**config.mk**
```make
export PLATFORM = sky130hd
export DESIGN_NAME = fifo_param_flat
export DESIGN_NICKNAME = d
export VERILOG_FILES = /design/src/rtl/fifo_param_if.sv /design/src/rtl/fifo_param.sv /design/src/flat_wrapper.sv
export SDC_FILE = /design/constraint.sdc
export NUM_CORES = 1
export LEC_CHECK = 0
export BUFFER_PORTS_ARGS = -buffer_cell sky130_fd_sc_hd__buf_2
export CAP_MARGIN = 25
export CORE_ASPECT_RATIO = 0.5
export CORE_MARGIN = 2
export CORE_UTILIZATION = 59
export DETAILED_ROUTE_END_ITERATION = 7
export GPL_TIMING_DRIVEN = 0
export HOLD_SLACK_MARGIN = 0.06
export PLACE_DENSITY_LB_ADDON = 0.25
export SLEW_MARGIN = 20
export SYNTH_ARGS = -nofsm -noshare
export SYNTH_HDL_FRONTEND = slang
export SYNTH_SLANG_ARGS = --single-unit
```
**constraint.sdc**
```tcl
create_clock -name clk -period 4.14 [get_ports clk]
set_input_delay 0.828 -clock clk [delete_from_list [all_inputs] [get_ports clk]]
set_output_delay 0.828 -clock clk [all_outputs]
set_load 0.1 [all_outputs]
```
**src/rtl/fifo_param_if.sv**
```systemverilog
// rtl/fifo_param_if.sv - handshake bundle between a fifo_param and its user
interface fifo_param_if #(
  parameter int WIDTH = 16,
  parameter int DEPTH = 8
);
  localparam int CW = $clog2(DEPTH + 1);

  logic [WIDTH-1:0] data_in;
  logic             wr_en;
  logic             rd_en;
  logic [WIDTH-1:0] data_out;
  logic             full;
  logic             empty;
  logic             almostfull;
  logic             almostempty;
  logic             wr_ack;
  logic             overflow;
  logic             underflow;
  logic [CW-1:0]    count;

  // user side: drives requests, observes data and status
  modport master (
    output data_in, wr_en, rd_en,
    input  data_out, full, empty, almostfull, almostempty,
    input  wr_ack, overflow, underflow, count
  );

  // fifo side
  modport slave (
    input  data_in, wr_en, rd_en,
    output data_out, full, empty, almostfull, almostempty,
    output wr_ack, overflow, underflow, count
  );
endinterface

```
**src/rtl/fifo_param.sv**
```systemverilog
// rtl/fifo_param.sv - single-clock parameterised fifo, registered or fall-through read
module fifo_param #(
  parameter int WIDTH    = 16,
  parameter int DEPTH    = 8,
  parameter int AF_LEVEL = DEPTH - 1,
  parameter int AE_LEVEL = 1,
  parameter int FWFT     = 0
) (
  input  logic         clk,
  input  logic         rst_n,
  fifo_param_if.slave  bus
);
  localparam int CW = $clog2(DEPTH + 1);
  localparam int PW = $clog2(DEPTH);

  logic [WIDTH-1:0] mem [DEPTH];
  logic [PW-1:0]    wr_ptr;
  logic [PW-1:0]    rd_ptr;
  logic [CW-1:0]    count;
  logic             full_c;
  logic             empty_c;
  logic             do_wr;
  logic             do_rd;

  // pointers wrap explicitly so DEPTH need not be a power of two
  function automatic logic [PW-1:0] next_ptr(input logic [PW-1:0] p);
    return (p == PW'(DEPTH - 1)) ? '0 : p + 1'b1;
  endfunction

  assign full_c  = (count == CW'(DEPTH));
  assign empty_c = (count == '0);
  // a full fifo still reads and an empty one still writes, so gating each side
  // only by its own flag gives the read-only / write-only collision behaviour
  assign do_wr   = bus.wr_en && !full_c;
  assign do_rd   = bus.rd_en && !empty_c;

  assign bus.count       = count;
  assign bus.full        = full_c;
  assign bus.empty       = empty_c;
  assign bus.almostfull  = (count >= CW'(AF_LEVEL)) && !full_c;
  assign bus.almostempty = (count <= CW'(AE_LEVEL)) && !empty_c;

  // pointer, occupancy and one-cycle status tracking
  always_ff @(posedge clk or negedge rst_n) begin
    if (!rst_n) begin
      wr_ptr        <= '0;
      rd_ptr        <= '0;
      count         <= '0;
      bus.wr_ack    <= 1'b0;
      bus.overflow  <= 1'b0;
      bus.underflow <= 1'b0;
    end else begin
      if (do_wr) wr_ptr <= next_ptr(wr_ptr);
      if (do_rd) rd_ptr <= next_ptr(rd_ptr);
      case ({do_wr, do_rd})
        2'b10:   count <= count + 1'b1;
        2'b01:   count <= count - 1'b1;
        default: count <= count;
      endcase
      bus.wr_ack    <= do_wr;
      bus.overflow  <= bus.wr_en && full_c;
      bus.underflow <= bus.rd_en && empty_c;
    end
  end

  // storage carries no reset; occupancy alone says which entries are valid
  always_ff @(posedge clk) begin
    if (do_wr) mem[wr_ptr] <= bus.data_in;
  end

  generate
    if (FWFT != 0) begin : g_fwft
      // head entry is visible as soon as the fifo holds anything
      assign bus.data_out = empty_c ? '0 : mem[rd_ptr];
    end else begin : g_reg
      logic [WIDTH-1:0] data_q;
      // registered read: capture the head on a performed read, hold otherwise
      always_ff @(posedge clk or negedge rst_n) begin
        if (!rst_n)     data_q <= '0;
        else if (do_rd) data_q <= mem[rd_ptr];
      end
      assign bus.data_out = data_q;
    end
  endgenerate
endmodule

```
**src/flat_wrapper.sv**
```systemverilog
// flat-port wrapper written by rule: the top's interface ports become plain ports
module fifo_param_flat 
#(
  parameter int WIDTH    = 16,
  parameter int DEPTH    = 8,
  parameter int AF_LEVEL = DEPTH - 1,
  parameter int AE_LEVEL = 1,
  parameter int FWFT     = 0
)
  (clk, rst_n, bus_data_in, bus_wr_en, bus_rd_en, bus_data_out, bus_full, bus_empty, bus_almostfull, bus_almostempty, bus_wr_ack, bus_overflow, bus_underflow, bus_count);
  fifo_param_if #(.WIDTH(WIDTH), .DEPTH(DEPTH)) bus_i ();
  input  logic clk;
  input  logic rst_n;
  input wire logic [$bits(bus_i.data_in)-1:0] bus_data_in;
  input wire logic [$bits(bus_i.wr_en)-1:0] bus_wr_en;
  input wire logic [$bits(bus_i.rd_en)-1:0] bus_rd_en;
  output wire logic [$bits(bus_i.data_out)-1:0] bus_data_out;
  output wire logic [$bits(bus_i.full)-1:0] bus_full;
  output wire logic [$bits(bus_i.empty)-1:0] bus_empty;
  output wire logic [$bits(bus_i.almostfull)-1:0] bus_almostfull;
  output wire logic [$bits(bus_i.almostempty)-1:0] bus_almostempty;
  output wire logic [$bits(bus_i.wr_ack)-1:0] bus_wr_ack;
  output wire logic [$bits(bus_i.overflow)-1:0] bus_overflow;
  output wire logic [$bits(bus_i.underflow)-1:0] bus_underflow;
  output wire logic [$bits(bus_i.count)-1:0] bus_count;
  assign bus_i.data_in = bus_data_in;
  assign bus_i.wr_en = bus_wr_en;
  assign bus_i.rd_en = bus_rd_en;
  assign bus_data_out = bus_i.data_out;
  assign bus_full = bus_i.full;
  assign bus_empty = bus_i.empty;
  assign bus_almostfull = bus_i.almostfull;
  assign bus_almostempty = bus_i.almostempty;
  assign bus_wr_ack = bus_i.wr_ack;
  assign bus_overflow = bus_i.overflow;
  assign bus_underflow = bus_i.underflow;
  assign bus_count = bus_i.count;
  fifo_param #(.WIDTH(WIDTH), .DEPTH(DEPTH), .AF_LEVEL(AF_LEVEL), .AE_LEVEL(AE_LEVEL), .FWFT(FWFT)) u_core (.clk(clk), .rst_n(rst_n), .bus(bus_i));
endmodule
```
# Word-level counts from Yosys, hierarchy flattened

Memory sizes are Yosys's and may differ from the RTL's. A register that Yosys moved wholly into a read port is not among the register bits.
Cells that the tools add are included.

$lt $le $gt $ge: 2
Add/sub/neg operators: 4
Shift operators: 0
$mul: 0
Eq/ne operators: 5
Multiplexer cells: 5
Bitwise logic cells: 0
Reductions and logical operators: 11
Divide/modulo/power cells: 0

Operators by type and width:

| operator                                                        | count |
|---|---|
| case mux 4 bit (2 select lines)                                 | 1 |
| adder 3 x 1 -> 3 bit (second input constant)                    | 2 |
| equality test 3 bit (second input constant)                     | 2 |
| logical AND 1 bit                                               | 6 |
| 2-to-1 mux 3 bit                                                | 2 |
| adder 4 x 1 -> 4 bit (second input constant)                    | 1 |
| equality test 4 bit (second input constant)                     | 1 |
| >= comparator 4 x 3 -> 1 bit (second input constant)            | 1 |
| less-or-equal comparator 4 x 1 -> 1 bit (second input constant) | 1 |
| logical NOT 4 bit                                               | 1 |
| subtractor 4 x 1 -> 4 bit (second input constant)               | 1 |
| logical NOT 1 bit                                               | 3 |
| equality test 2 x 1 -> 1 bit (second input constant)            | 1 |
| equality test 2 bit (second input constant)                     | 1 |
| 2-to-1 mux 1 bit                                                | 2 |
| nonzero test 2 bit                                              | 1 |

Output and inout bits: 27
ROM bits: 0
Latch bits: 0
Register bits after elaboration: 13
Memories: 1
RAM bits: 128

Memories:

| memory     | words | width | rd ports | clocked after memory_dff | wr ports | line             | text |
|---|---|---|---|---|---|---|---|
| u_core.mem | 8     | 16    | 1        | 1                        | 1        | fifo_param.sv:16 | `logic [WIDTH-1:0] mem [DEPTH];` |

# Depth between registers and ports, before layout

Gate-level depths: netlist of the first run.

Depth after elaboration: 5
Gate-level depth with buffers: 10
Mapped depth without buffers: 9

# Worst setup path after synthesis of the first run

No wires, ideal clock.

Path kind: flip-flop to output port
Start: reg u_core.count[1] (netlist: u_core.bus.count[1])
End: out bus_almostempty
Path slack: -1.170 ns
Cell stages (with the launch flop): 4
Path buffers: 0
Arrival time: 4.482 ns
Cells stage by stage: dfrtp_1 > inv_1 > ha_1 > nor4b_1

Word-level cells in the longest chain between the ends: 3
Elaborated cells on any way between the ends: 4
Classes of those cells: order compare: 1; reduce/logical: 3

RTL lines:

| item                                                                                            | line               | text |
|---|---|---|
| from (decl)                                                                                     | fifo_param.sv:19   | `logic [CW-1:0] count;` |
| from (signal assigned)                                                                          | fifo_param.sv:56   | `2'b10: count <= count + 1'b1;` |
| from (signal assigned)                                                                          | fifo_param.sv:57   | `2'b01: count <= count - 1'b1;` |
| from (signal assigned)                                                                          | fifo_param.sv:58   | `default: count <= count;` |
| parallel branches: the longest is 2 deep, another holds less-or-equal comparator 4 x 1 -> 1 bit | --                 |  |
| logical AND 1 bit *                                                                             | fifo_param.sv:41   | `assign bus.almostempty = (count <= CW'(AE_LEVEL)) && !empty_c;` |
| to (decl)                                                                                       | flat_wrapper.sv:21 | `output wire logic [$bits(bus_i.almostempty)-1:0] bus_almostempty;` |

Mark *: on every way between the ends.

# Worst setup path after layout of the first run

Start: reg u_core.count[1] (netlist: u_core.bus.count[1])
End: out bus_empty

Word-level cells in the longest chain between the ends: 1

RTL lines:

| item              | line               | text |
|---|---|---|
| logical NOT 4 bit | fifo_param.sv:31   | `assign empty_c = (count == '0);` |
| to (decl)         | flat_wrapper.sv:19 | `output wire logic [$bits(bus_i.empty)-1:0] bus_empty;` |

Every way passes these cells.

==> flow_summary.json, run 1 <==
{
  "status": "finished, final reports clean",
  "drt_first_pass_iters": 6,
  "syn_nets": 393,
  "hold_buffers": 0,
  "grt.total_usage_pct": 27.31,
  "synth-adder-area-share_pct": 1.587,
  "crit_fanout": 10,
  "skew_ns": 0.009043,
  "ant_nets": 0,
  "die_h_um": 77.11,
  "synthSimpleGateAreaFrac_pct": 2.876,
  "whs_ns": 0.4586,
  "period_minus_slack_ns": 3.416,
  "static-leakage-power_nw": 2.826,
  "synth_xor_xnor_area_share_pct": 0.5554,
  "die_w_um": 150.2,
  "ys_ff_latch": 157,
  "syn_area_per_cell_um2": 17.28,
  "rows": 26,
  "num_antenna_cells": 0,
  "coreArea_mm2": 0.01031,
  "critPathArrivalTime_ns": 2.59,
  "ios": 47,
  "start_util_pct": 61.16,
  "cts_resized": 0,
  "grt_pass1_wl_mm": 21.93,
  "grt_max_degree": 30,
  "clkPwrFrac_pct": 24.4,
  "yosys-top-cells-area": "edfxtp_1 61%, dfrtp_1 12%, mux2_2 6.4%",
  "async_flop_share_pct": 18.47,
  "critPathKind": "reg -> out",
  "syn_area_mm2": 0.006307,
  "cts_max_path_buffers": 2,
  "maxClockFrequency_ghz": 0.2927,
  "netSwitchingFraction_pct": 41.25,
  "synth_edf_count": 128,
  "finalPower_w": 0.006449,
  "drc": 0,
  "cp-end-kind": "primary output",
  "power_report.internal_total_w": 0.003789,
  "synth.area.mux_share_pct": 11.84,
  "hpwl_mm": 9.008,
  "cp-start-kind": "register",
  "avgRoutedWirePerCell_um": 24.55,
  "finalCritPeriodShare_pct": 82.51,
  "clock_sinks": 157,
  "irDropWorstVdd_mv": 0.5313,
  "drt-total-wl_mm": 14.66,
  "drt-initial-drc-count": 353,
  "drive_gt1_share_pct": 35.89,
  "p_comb_share_pct": 41.1,
  "antenna_found_initial": 1,
  "worst_pin_slew_ns": 0.7636,
  "grt_overflow": 0,
  "synthFlopType": "edfxtp_1",
  "yosysTopAreaCell": "edfxtp_1",
  "dpl.cell_count": 565,
  "cts_setup_buffers": 0,
  "area_delta_synth_final_pct": 18.81,
  "finalMaxSlewViolations": 0,
  "port-buffer-count": 46,
  "yosysSeqAreaShare_pct": 72.45,
  "synth_compound_area_share_pct": 8.391,
  "dpl_cell_area_mm2": 0.006893,
  "grt_pass1_vias": 3745,
  "tns_ns": 0,
  "synth_top_cell_area_share_pct": 60.94,
  "htree_levels": 4,
  "die-area_mm2": 0.01158,
  "clkTransAtPathRegs_ns": 0.06,
  "cts-root-buf": "clkbuf_16",
  "rsz0062_at_grt": "no",
  "cts_buffers": 17,
  "maxCapViolCount": 0,
  "netlist_instances": 365,
  "synth_top_family_by_area": "multiplexers",
  "slew-limit-headroom_pct": 49.10,
  "p_sw_w": 0.002660,
  "finalHoldViolCount": 0,
  "min_path_type": "in -> async",
  "yosys_warnings": 0,
  "fin_nets": 472,
  "final_cells": 597,
  "synth.distinct_cells": 36,
  "required_ns": 3.31,
  "setup_viol": 0,
  "place.gp.congestion": 0.7907,
  "power.share.sequential_pct": 34.5,
  "powerDensity_mw_per_mm2": 860.6,
  "clkLatencyLatePin_ns": 0.42,
  "cts_tree": "yes",
  "postLayoutCellArea_mm2": 0.007493,
  "routed_via_density": 6.343,
  "vias": 3787
}
==> cell usage after synthesis (all sizes together), types with 2 or more instances <==
cell type	instances
a21oi	2
a22o	16
buf	14
clkbuf	5
dfrtp	29
edfxtp	128
ha	8
inv	6
mux2	37
mux2i	33
nand2	4
nand2b	5
nor2	8
nor3	4
o21ai	19
o22ai	16
o31ai	16
xnor2	2
xor2	2
==> cells by family (layout without fill, tap and decap cells) <==
logic type      after synthesis  in the layout
flops                       157            157
xor+xnor                      4              4
compound gates               69             69
fa+ha+maj                     8              8
simple gates                 32             32
buf+inv                      25            117
mux                          70             70
==> layout by cell type, fill, tap and decap left out, drive strengths merged, types with 2 or more instances in the layout <==
master    instances
mux2i            33
nor3              4
o21ai            19
nand2             4
xor2              2
bufinv            3
a22o             16
nor2              8
xnor2             2
clkbuf           25
mux2             37
dfrtp            29
buf              74
clkinvlp          3
inv               6
o31ai            16
nand2b            5
o22ai            16
a21oi             2
clkinv            6
ha                8
edfxtp          128
==> final timing paths <==
path                                   startpoint                     end  slack (ns)  depth (start not counted)
min in group clk           u_core.bus.data_out[4]  u_core.bus.data_out[4]        0.50                          2
min                                         rst_n  u_core.bus.data_out[7]        0.46                          1
max reg2reg                   u_core.bus.count[0]     u_core.bus.count[3]        1.50                         10
min reg2reg                u_core.bus.data_out[4]  u_core.bus.data_out[4]        0.50                          2
max in group asynchronous                   rst_n  u_core.bus.data_out[6]        3.17                          1
max                           u_core.bus.count[1]               bus_empty        0.72                          6
==> critical path, stage by stage (launching register included) <==
cell	delay [ns]
dfrtp_1	0.44
inv_1	0.11
ha_1	0.25
nor3b_1	0.24
buf_2	0.28
buf_2	0.34
buf_2	0.49
==> per-stage QoR <==
step / setup slack (ns) / util, %
6_report: 0.7239 / 72.66
5_1_grt: 0.5526 / 72.66
4_1_cts: 0.7310 / 72.66
3_5_place_dp: 1.188 / 66.84
3_3_place_gp: -0.5599 / 65.15
2_1_floorplan: 0.2257 / -
==> cell type report <==
type / instances / area (um^2)
clock inverters: 12 / 143.9
inverters: 6 / 22.52
fillers: 612 / 2819
flip-flops and latches: 157 / 4569
clock buffers: 20 / 456.7
plain buffers: 19 / 122.6
well taps: 140 / 175.2
repair buffers: 60 / 370.4
multi-input cells: 183 / 1633
==> flip-flops by register name, indices dropped and copies added (netlist names) <==
| name | count |
|---|---|
| u_core.wr_ptr | 3 |
| u_core.mem | 128 |
| u_core.bus.overflow | 1 |
| u_core.bus.data_out | 16 |
| u_core.bus.underflow | 1 |
| u_core.bus.count | 4 |
| u_core.bus.wr_ack | 1 |
| u_core.rd_ptr | 3 |
==> power by group through the flow <==
stage	Combinational (W)	Clock, W	Sequential (W)
2_1_floorplan	0.00123	0	0.00296
3_3_place_gp	0.00246	0	0.00223
3_5_place_dp	0.00260	0	0.00224
4_1_cts	0.00264	0.00158	0.00222
5_1_grt	0.00277	0.00165	0.00226
6_report	0.00265	0.00157	0.00223
==> layer usage <==
| layer | routed length, um | up-vias | part of all wire [%] | track usage [%] |
|---|---|---|---|---|
| met3 | 1401 | 40 | 9.6 | 10.12 |
| met5 | 7 | - | 0.048 | 0 |
| met4 | 335 | 2 | 2.3 | 10.57 |
| met1 | 5843 | 1906 | 40 | 35.46 |
| li1 | - | 1599 | - | - |
| met2 | 7071 | 240 | 48 | 42.28 |
Power figures use the tool's default switching activity.
==> run 2: changes to the inputs <==
Settings changed: CORE_UTILIZATION 59 to 54.
Clock period 4.14 ns to 2.8 ns, I/O delays scaled along.
==> run 2 against run 1 <==
  * Utilization decreased by 4.5 points
  * Design area increased by 1.8%
  * Flip-flop and latch count unchanged
  * Via count decreased by 6.1%
  * Critical endpoint unchanged
  * Largest cell class unchanged
==> flow_summary.json, run 2 (synthesis results as in run 1) <==
{
  "num_antenna_cells": 0,
  "min_path_type": "in -> async",
  "cts_setup_buffers": 0,
  "ant_nets": 0,
  "critPathKind": "reg -> out",
  "htree_levels": 4,
  "layout_commonest_cell": "edfxtp_1",
  "ios": 47,
  "grt_overflow": 0,
  "reg2reg_slack_ns": 0.24,
  "cp-start-kind": "register",
  "rows": 27,
  "drive_gt1_share_pct": 36.59,
  "die-area_mm2": 0.01261,
  "final_cell_mix": "128 x edfxtp_1, 50 x buf_2, 36 x mux2_2",
  "period_minus_slack_ns": 2.667,
  "critPathMaxStageDelay_ns": 0.44,
  "finalMaxSlewViolations": 0,
  "clkLatencyLatePin_ns": 0.42,
  "avgRoutedWirePerCell_um": 22.89,
  "drt-initial-drc-count": 300,
  "cp_cell_sequence": "inv_1, ha_2, nor3b_4, buf_6, buf_6, buf_12",
  "hold_buffers": 0,
  "largest_reg_flops": 128,
  "grt_pass1_wl_mm": 21.04,
  "cts_tree": "yes",
  "crit_family": "buffers and inverters",
  "fin_nets": 466,
  "die_h_um": 80.42,
  "setup_viol": 0,
  "maxClockFrequency_ghz": 0.3750,
  "irDropWorstVdd_mv": 1.115,
  "cts_buffers": 17,
  "powerDensity_mw_per_mm2": 1279,
  "reg2reg_depth": 10,
  "crit_buf_inv": 4,
  "grt.total_usage_pct": 23.96,
  "static-leakage-power_nw": 2.833,
  "clkTransAtPathRegs_ns": 0.06,
  "tns_ns": 0,
  "whs_ns": 0.2282,
  "area_delta_synth_final_pct": 20.91,
  "vias": 3556,
  "maxCapViolCount": 0,
  "critPathArrivalTime_ns": 2.11,
  "cts_max_path_buffers": 2,
  "timing.rr.end": "u_core.bus.count[3]",
  "cpMostUsedCell": "buf_6",
  "antenna_found_initial": 0,
  "cp_slowest_cell": "dfrtp_2",
  "routed_via_density": 5.830,
  "port-buffer-count": 46,
  "skew_ns": 0.006178,
  "regMostFlops": "u_core.mem",
  "finalCritPeriodShare_pct": 95.24,
  "die_w_um": 156.8,
  "final_cells": 610,
  "clock_sinks": 157,
  "timing.rr.start": "u_core.bus.count[1]",
  "hpwl_mm": 8.681,
  "crit_fanout": 10,
  "finalHoldViolCount": 0,
  "drt_first_pass_iters": 4,
  "grt_pass1_vias": 3681,
  "drc": 0,
  "required_ns": 2.24,
  "grt_max_degree": 30,
  "rsz0062_at_grt": "no",
  "cts_resized": 7,
  "dpl.cell_count": 578,
  "coreArea_mm2": 0.01118,
  "place.gp.congestion": 0.7758,
  "slew-limit-headroom_pct": 45.21,
  "worst_pin_slew_ns": 0.8158,
  "status": "finished, final reports clean",
  "cp-end-kind": "primary output",
  "cts-root-buf": "clkbuf_16",
  "start_util_pct": 56.41,
  "drt-total-wl_mm": 13.96
}
run 2: through the flow:
stage | setup WS, ns | power, W | cell area (um^2) | utilization [%]
after floorplan | 0.06095 | 0.006267 | 6367 | -
after global placement | -0.1749 | 0.006990 | 6797 | 60.78
after detailed placement | -0.1950 | 0.007225 | 6938 | 62.05
after CTS | 0.01932 | 0.009756 | 7607 | 68.03
after global routing | 0.02824 | 0.01011 | 7626 | 68.20
final | 0.1332 | 0.009755 | 7626 | 68.20
run 2: worst reg2reg max path, cell delays in order (launching register included):
cell and delay, ns:
dfrtp_2 0.44, inv_1 0.10, ha_2 0.25, nor3b_4 0.31
nand2b_1 0.17, buf_2 0.35, inv_1 0.09, ha_1 0.27
nand4b_1 0.21, a21oi_2 0.15, xor2_1 0.15
run 2: routing by layer:
metal / vias up / share of wire [%] / GRT usage (%)
met2: 116 / 48 / 38.46
met1: 1827 / 44 / 31.90
met5: - / 0 / 0
met3: 23 / 6.2 / 5.774
met4: 0 / 2.0 / 9.817
li1: 1590 / - / -
run 2: worst max path at each step:
| stage | slack [ns] | endpoint | depth (start not counted) | from |
|---|---|---|---|---|
| 2_1_floorplan | 0.06 | u_core.bus.count[3] | 10 | u_core.bus.count[1] |
| 3_3_place_gp | -0.17 | u_core.mem[4][4] | 5 | u_core.bus.count[0] |
| 3_5_place_dp | -0.20 | bus_empty | 6 | u_core.bus.count[1] |
| 4_1_cts | 0.02 | bus_empty | 6 | u_core.bus.count[1] |
| 5_1_grt | 0.03 | bus_empty | 6 | u_core.bus.count[1] |
| 6_report | 0.13 | bus_empty | 6 | u_core.bus.count[1] |
run 2: final cells by class:
class	instances	area, um^2
Tap cell	159	198.9
Fill cell	720	3556
Clock buffer	18	429.2
Buffer	19	135.1
Multi-Input combinational cell	183	1699
Inverter	6	22.52
Timing Repair Buffer	54	354.1
Clock inverter	14	215.2
Sequential cell	157	4572
run 2: report_power, final:
part           internal [W]  total [W]  switching (W)
Clock               0.00158    0.00250       0.000922
Sequential          0.00303    0.00330       0.000267
Combinational       0.00118    0.00395        0.00277
